<file path="src/rtl/load_store_unit.sv">
// Load/store unit: data-memory access stage of the multicycle core.
// Accepts one access from the core over a valid/ready handshake. Misaligned or
// illegal-funct3 requests are answered without touching memory. Legal requests
// run a req/ack handshake toward the data memory, with a cycle limit that aborts
// the access with a timeout error. Handles store lane steering, byte enables,
// and load lane extraction with sign/zero extension.
module load_store_unit #(
  parameter int TIMEOUT_CYCLES = 255
) (
  input  logic        clk,
  input  logic        reset,
  // core side
  input  logic        req_valid,
  output logic        req_ready,
  input  logic        req_write,
  input  logic [2:0]  req_funct3,
  input  logic [31:0] req_addr,
  input  logic [31:0] req_wdata,
  output logic        resp_valid,
  output logic [31:0] resp_rdata,
  output logic [1:0]  resp_err,
  // memory side
  output logic        mem_req,
  output logic        mem_we,
  output logic [3:0]  mem_be,
  output logic [31:0] mem_addr,
  output logic [31:0] mem_wdata,
  input  logic        mem_ack,
  input  logic [31:0] mem_rdata
);

  // Counter is wide enough to hold TIMEOUT_CYCLES itself.
  localparam int CNT_W = (TIMEOUT_CYCLES < 2) ? 1 : $clog2(TIMEOUT_CYCLES + 1);
  localparam logic [CNT_W-1:0] CNT_LAST = CNT_W'(TIMEOUT_CYCLES - 1);

  localparam logic [1:0] ERR_OK        = 2'b00;
  localparam logic [1:0] ERR_MISALIGN  = 2'b01;
  localparam logic [1:0] ERR_FUNCT3    = 2'b10;
  localparam logic [1:0] ERR_TIMEOUT   = 2'b11;

  typedef enum logic [1:0] {
    S_IDLE   = 2'b00,
    S_ACCESS = 2'b01,
    S_RESP   = 2'b10
  } state_t;

  state_t state_reg, state_next;

  // latched request fields needed after the accept cycle
  logic             write_reg;
  logic [2:0]       funct3_reg;
  logic [1:0]       addr_lo_reg;
  logic [CNT_W-1:0] cnt_reg;

  // registered memory-side outputs
  logic        mem_we_reg;
  logic [3:0]  mem_be_reg;
  logic [31:0] mem_addr_reg;
  logic [31:0] mem_wdata_reg;

  // registered response
  logic [31:0] resp_rdata_reg;
  logic [1:0]  resp_err_reg;

  // combinational helpers
  logic        req_accept;
  logic        funct3_legal;
  logic        misaligned;
  logic [1:0]  accept_err;
  logic        timeout_hit;
  logic        access_done;
  logic [3:0]  steer_be;
  logic [31:0] steer_wdata;
  logic [7:0]  rdata_lane [4];
  logic [7:0]  lane_byte;
  logic [15:0] lane_half;
  logic [31:0] load_data;

  wire is_byte = (req_funct3[1:0] == 2'b00);
  wire is_half = (req_funct3[1:0] == 2'b01);

  assign req_accept  = req_valid && (state_reg == S_IDLE);
  assign timeout_hit = (state_reg == S_ACCESS) && !mem_ack && (cnt_reg == CNT_LAST);
  assign access_done = (state_reg == S_ACCESS) && (mem_ack || timeout_hit);

  // Classify the incoming request; illegal funct3 outranks misalignment.
  always_comb begin
    funct3_legal = 1'b0;
    misaligned   = 1'b0;
    case (req_funct3)
      3'b000, 3'b001, 3'b010: funct3_legal = 1'b1;
      3'b100, 3'b101:         funct3_legal = !req_write;
      default:                funct3_legal = 1'b0;
    endcase
    case (req_funct3[1:0])
      2'b01:   misaligned = req_addr[0];
      2'b10:   misaligned = |req_addr[1:0];
      default: misaligned = 1'b0;
    endcase
    if (!funct3_legal)
      accept_err = ERR_FUNCT3;
    else if (misaligned)
      accept_err = ERR_MISALIGN;
    else
      accept_err = ERR_OK;
  end

  // Store steering per byte lane: bytes replicate to all lanes, halves to both
  // halves; loads read the full word.
  generate
    for (genvar gi = 0; gi < 4; gi++) begin : g_store_lane
      assign steer_be[gi] = !req_write ? 1'b1 :
                            is_byte    ? (req_addr[1:0] == 2'(gi)) :
                            is_half    ? (req_addr[1] == ((gi / 2) != 0)) :
                                         1'b1;
      assign steer_wdata[8*gi +: 8] = !req_write ? 8'h00 :
                                      is_byte    ? req_wdata[7:0] :
                                      is_half    ? req_wdata[8*(gi % 2) +: 8] :
                                                   req_wdata[8*gi +: 8];
      assign rdata_lane[gi] = mem_rdata[8*gi +: 8];
    end
  endgenerate

  // Extract and extend the addressed lane of the returned word.
  always_comb begin
    lane_byte = rdata_lane[addr_lo_reg];
    lane_half = addr_lo_reg[1] ? mem_rdata[31:16] : mem_rdata[15:0];
    case (funct3_reg)
      3'b000:  load_data = {{24{lane_byte[7]}}, lane_byte};
      3'b001:  load_data = {{16{lane_half[15]}}, lane_half};
      3'b100:  load_data = {24'h000000, lane_byte};
      3'b101:  load_data = {16'h0000, lane_half};
      default: load_data = mem_rdata;
    endcase
  end

  // FSM state register.
  always_ff @(posedge clk or posedge reset) begin
    if (reset)
      state_reg <= S_IDLE;
    else
      state_reg <= state_next;
  end

  // FSM next-state and handshake outputs.
  always_comb begin
    state_next = state_reg;
    req_ready  = 1'b0;
    mem_req    = 1'b0;
    resp_valid = 1'b0;
    case (state_reg)
      S_IDLE: begin
        req_ready = 1'b1;
        if (req_valid)
          state_next = (accept_err != ERR_OK) ? S_RESP : S_ACCESS;
      end
      S_ACCESS: begin
        mem_req = 1'b1;
        if (mem_ack || timeout_hit)
          state_next = S_RESP;
      end
      S_RESP: begin
        resp_valid = 1'b1;
        state_next = S_IDLE;
      end
      default: state_next = S_IDLE;
    endcase
  end

  // Latch the request fields that the load extraction needs later.
  always_ff @(posedge clk or posedge reset) begin
    if (reset) begin
      write_reg   <= 1'b0;
      funct3_reg  <= 3'b000;
      addr_lo_reg <= 2'b00;
    end else if (req_accept) begin
      write_reg   <= req_write;
      funct3_reg  <= req_funct3;
      addr_lo_reg <= req_addr[1:0];
    end
  end

  // Count ACCESS cycles without ack; cleared everywhere else.
  always_ff @(posedge clk or posedge reset) begin
    if (reset)
      cnt_reg <= '0;
    else if (state_reg != S_ACCESS)
      cnt_reg <= '0;
    else if (!mem_ack)
      cnt_reg <= cnt_reg + CNT_W'(1);
  end

  // Memory-side command registers: loaded on a clean accept, cleared when the
  // access ends so they read zero outside ACCESS.
  always_ff @(posedge clk or posedge reset) begin
    if (reset) begin
      mem_we_reg    <= 1'b0;
      mem_be_reg    <= 4'b0000;
      mem_addr_reg  <= 32'h0;
      mem_wdata_reg <= 32'h0;
    end else if (req_accept && (accept_err == ERR_OK)) begin
      mem_we_reg    <= req_write;
      mem_be_reg    <= steer_be;
      mem_addr_reg  <= {req_addr[31:2], 2'b00};
      mem_wdata_reg <= steer_wdata;
    end else if (access_done) begin
      mem_we_reg    <= 1'b0;
      mem_be_reg    <= 4'b0000;
      mem_addr_reg  <= 32'h0;
      mem_wdata_reg <= 32'h0;
    end
  end

  // Response registers update only when a new response is produced; an ack
  // that coincides with the last counted cycle completes normally.
  always_ff @(posedge clk or posedge reset) begin
    if (reset) begin
      resp_rdata_reg <= 32'h0;
      resp_err_reg   <= ERR_OK;
    end else if (req_accept && (accept_err != ERR_OK)) begin
      resp_rdata_reg <= 32'h0;
      resp_err_reg   <= accept_err;
    end else if ((state_reg == S_ACCESS) && mem_ack) begin
      resp_rdata_reg <= write_reg ? 32'h0 : load_data;
      resp_err_reg   <= ERR_OK;
    end else if (timeout_hit) begin
      resp_rdata_reg <= 32'h0;
      resp_err_reg   <= ERR_TIMEOUT;
    end
  end

  assign mem_we     = mem_we_reg;
  assign mem_be     = mem_be_reg;
  assign mem_addr   = mem_addr_reg;
  assign mem_wdata  = mem_wdata_reg;
  assign resp_rdata = resp_rdata_reg;
  assign resp_err   = resp_err_reg;

endmodule
</file>
<file path="config.mk">
export PLATFORM = sky130hd
export DESIGN_NAME = load_store_unit
export DESIGN_NICKNAME = d
export VERILOG_FILES = /design/src/rtl/load_store_unit.sv
export SDC_FILE = /design/constraint.sdc
export NUM_CORES = 1
export LEC_CHECK = 0
export ABC_AREA = 1
export ABC_CLOCK_PERIOD_IN_PS = 7900
export CORE_UTILIZATION = 45
export DETAILED_ROUTE_END_ITERATION = 12
export PLACE_DENSITY_LB_ADDON = 0.08
export SLEW_MARGIN = 30
export SYNTH_ARGS = -nofsm -noshare
export SYNTH_HDL_FRONTEND = slang
export SYNTH_SLANG_ARGS = --single-unit
</file>
<file path="constraint.sdc">
create_clock -name clk -period 7.9 [get_ports clk]
set_input_delay 0.79 -clock clk [delete_from_list [all_inputs] [get_ports clk]]
set_output_delay 0.79 -clock clk [all_outputs]
set_load 0.02 [all_outputs]
</file>
==> results_dict.tcl <==
set metrics [dict create \
    fin_nets 1115 \
    setup_violations 0 \
    fmax_mhz 289 \
    hp-class "reg -> reg" \
    irDropWorstVdd_uv 166 \
    diodes 0 \
    ys_ff_latch 117 \
    max-slew-margin-rel_pct 39.5 \
    num_rows 43 \
    critPathBufInv 5 \
    max_stage_delay_ns 0.60 \
    status "finished, final reports clean" \
    final.setup.worst_slack_ns 4.44 \
    synth.area.top_cells "dfrtp_1 46%, nand2_1 19%, nand3_2 4.7%, inv_1 4.6%, nand3_1 4.3%" \
    maxCapViolCount 0 \
    die-area_um2 14600 \
    min_period_ns 3.46 \
    tns_ns 0 \
    drt_iter0_drc 383 \
    fin_area_um2 8970 \
    gp_congestion 0.911 \
    cts_tree "done" \
    initial_core_util_pct 45.9 \
    rsz0062_at_grt "no" \
    whs_ns 0.472 \
    grt_pass1_wl_um 28200 \
    grt_overflow 0 \
    cpMaxStageDelayCell "ha_1" \
    path_clk_slew_ns 0.05 \
    pin_count 210 \
    clk_latency_ns 0.42 \
    syn_area_um2 6350 \
    synth_edf_count 0 \
    yosysMostFrequentCell "nand2_1" \
    critPathCaptureType "register" \
    area_growth_pct 41.3 \
    dp_slack_ns 3.41 \
    grt_max_degree 70 \
    synth.distinct_cells 32 \
    synth_top_cell_by_area "dfrtp_1" \
    power.leakage_nw 4.61 \
    cts_resized 0 \
    wl_um 17400 \
    path_delay_family "buffers and inverters" \
    synth_top_area_share_pct 46.1 \
    ys_warn_count 0 \
    cts_max_level 4 \
    ctsHoldBuffers 0 \
    drive_gt1_share_pct 8.83 \
    vias_per_cell 4.95 \
    clock-sinks 117 \
    maxSlewViolCount 0 \
    hpwl_um 11900 \
    cp_max_fo 38 \
    cts-root-buf "clkbuf_16" \
    power.total_mw 2.70 \
    firstDrtPassIters 5 \
    place_inst 1166 \
    worstPathCellList "clkdlybuf4s50_1, inv_1, ha_1, nor2_8, nand2_1, nand2_2, inv_2, nand3_4, buf_12, inv_2, o21ai_0, nand2_1" \
    met1_length_um 7670 \
    num_vias 5930 \
    clock_skew_ns 0.0111 \
    async_flop_share_pct 100 \
    synth_common_cells "328 x nand2_1, 117 x dfrtp_1, 78 x inv_1" \
    die_w_um 121 \
    worst_pin_slew_ns 0.906 \
    syn_inst 822 \
    period_share_pct 43.8 \
    postSynthAreaPerCell_um2 7.72 \
    antenna_found_initial 0 \
    fin_util_pct 64.9 \
    top_layer "met4" \
    dr_wl_met3_um 1250 \
    clk_path_buf_depth 2 \
    p_per_area_nw_per_um2 302 \
    critPathKind "in -> reg" \
    place_area_um2 8340 \
    cp_data_arrival_time_ns 3.81 \
    post_cts_buffers 0 \
    synthFlopType "dfrtp_1" \
    wl_per_cell_um 14.5 \
    antenna_left 0 \
    ys_seq_area_share_pct 46.1 \
    core_area_um2 13800 \
    grt_pass1_vias 5553 \
    start_kind "input port" \
    port-buffer-count 207 \
    grt_usage_pct 25.0 \
    final_cells 1199 \
    numCtsBuffers 17 \
    post-route-drc-count 0 \
    die_h_um 121 \
    worstPathRequired_ns 8.25 \
    dr_wl_met2_um 8190 \
    hold_violations 0 \
]
==> worst reg2reg max path, cell delays in order, from the launching register on <==
cell and delay, ns:
dfrtp_1 0.43, nor2_2 0.14, nand2_1 0.28, inv_2 0.22, nand3_4 0.42, buf_12 0.39, inv_2 0.44, o21ai_0 0.18
nand2_1 0.11
==> worst paths after layout <==
check | startpoint | end | slack (ns) | depth (start not counted)
worst max-delay path | req_funct3[1] | mem_be[3]$_DFFE_PP0P_ | 4.44 | 12
worst min-delay path | resp_rdata[11]$_DFFE_PP0P_ | resp_rdata[11]$_DFFE_PP0P_ | 0.47 | 2
worst max register to register | state_reg[1]$_DFFE_PP0P_ | mem_be[3]$_DFFE_PP0P_ | 5.23 | 8
worst min register to register | resp_rdata[11]$_DFFE_PP0P_ | resp_rdata[11]$_DFFE_PP0P_ | 0.47 | 2
max in group asynchronous | reset | funct3_reg[2]$_DFFE_PP0P_ | 5.78 | 3
min in group asynchronous | reset | resp_rdata[16]$_DFFE_PP0P_ | 0.85 | 2
==> power breakdown <==
part	internal, mW	switching [mW]
Sequential	0.765	0.123
Clock	0.512	0.272
Combinational	0.455	0.579
Total	1.73	0.974
==> routing by layer <==
layer  GRT usage [%]  vias up
li1                -     2965
met1            33.2     2762
met2            38.5      180
met3            8.35       23
met4            7.72        0
met5               0        -
==> cells in the final DEF, fill, tap and decap left out, drive strengths merged, types with 3 or more instances in the layout <==
master	instances
clkdlybuf4s50	207
ha	5
buf	3
clkbuf	24
nand3	86
inv	84
nor2	46
nand2	334
o21ai	44
clkinv	6
dfrtp	117
nand4	12
o211ai	26
a21oi	12
==> cell type report <==
class | count | area [um^2]
Fill cell | 1231 | 4860
Tap cell | 180 | 225
Clock inverter | 8 | 95.1
Inverter | 86 | 327
Sequential cell | 117 | 2930
Clock buffer | 24 | 512
Timing Repair Buffer | 210 | 2110
Multi-Input combinational cell | 574 | 2780
==> kinds of logic after synthesis <==
kind of cell | after synthesis | share of synthesized area [%]
AO/OA/AOI/OAI | 86 | 7.94
adder cells (fa/ha/maj) | 5 | 0.985
buffers and inverters | 132 | 10.2
flip-flops | 117 | 46.1
other | 1 | 0.0591
AND/OR/NAND/NOR | 481 | 34.7
No activity file was read; power rests on OpenSTA's default activity.
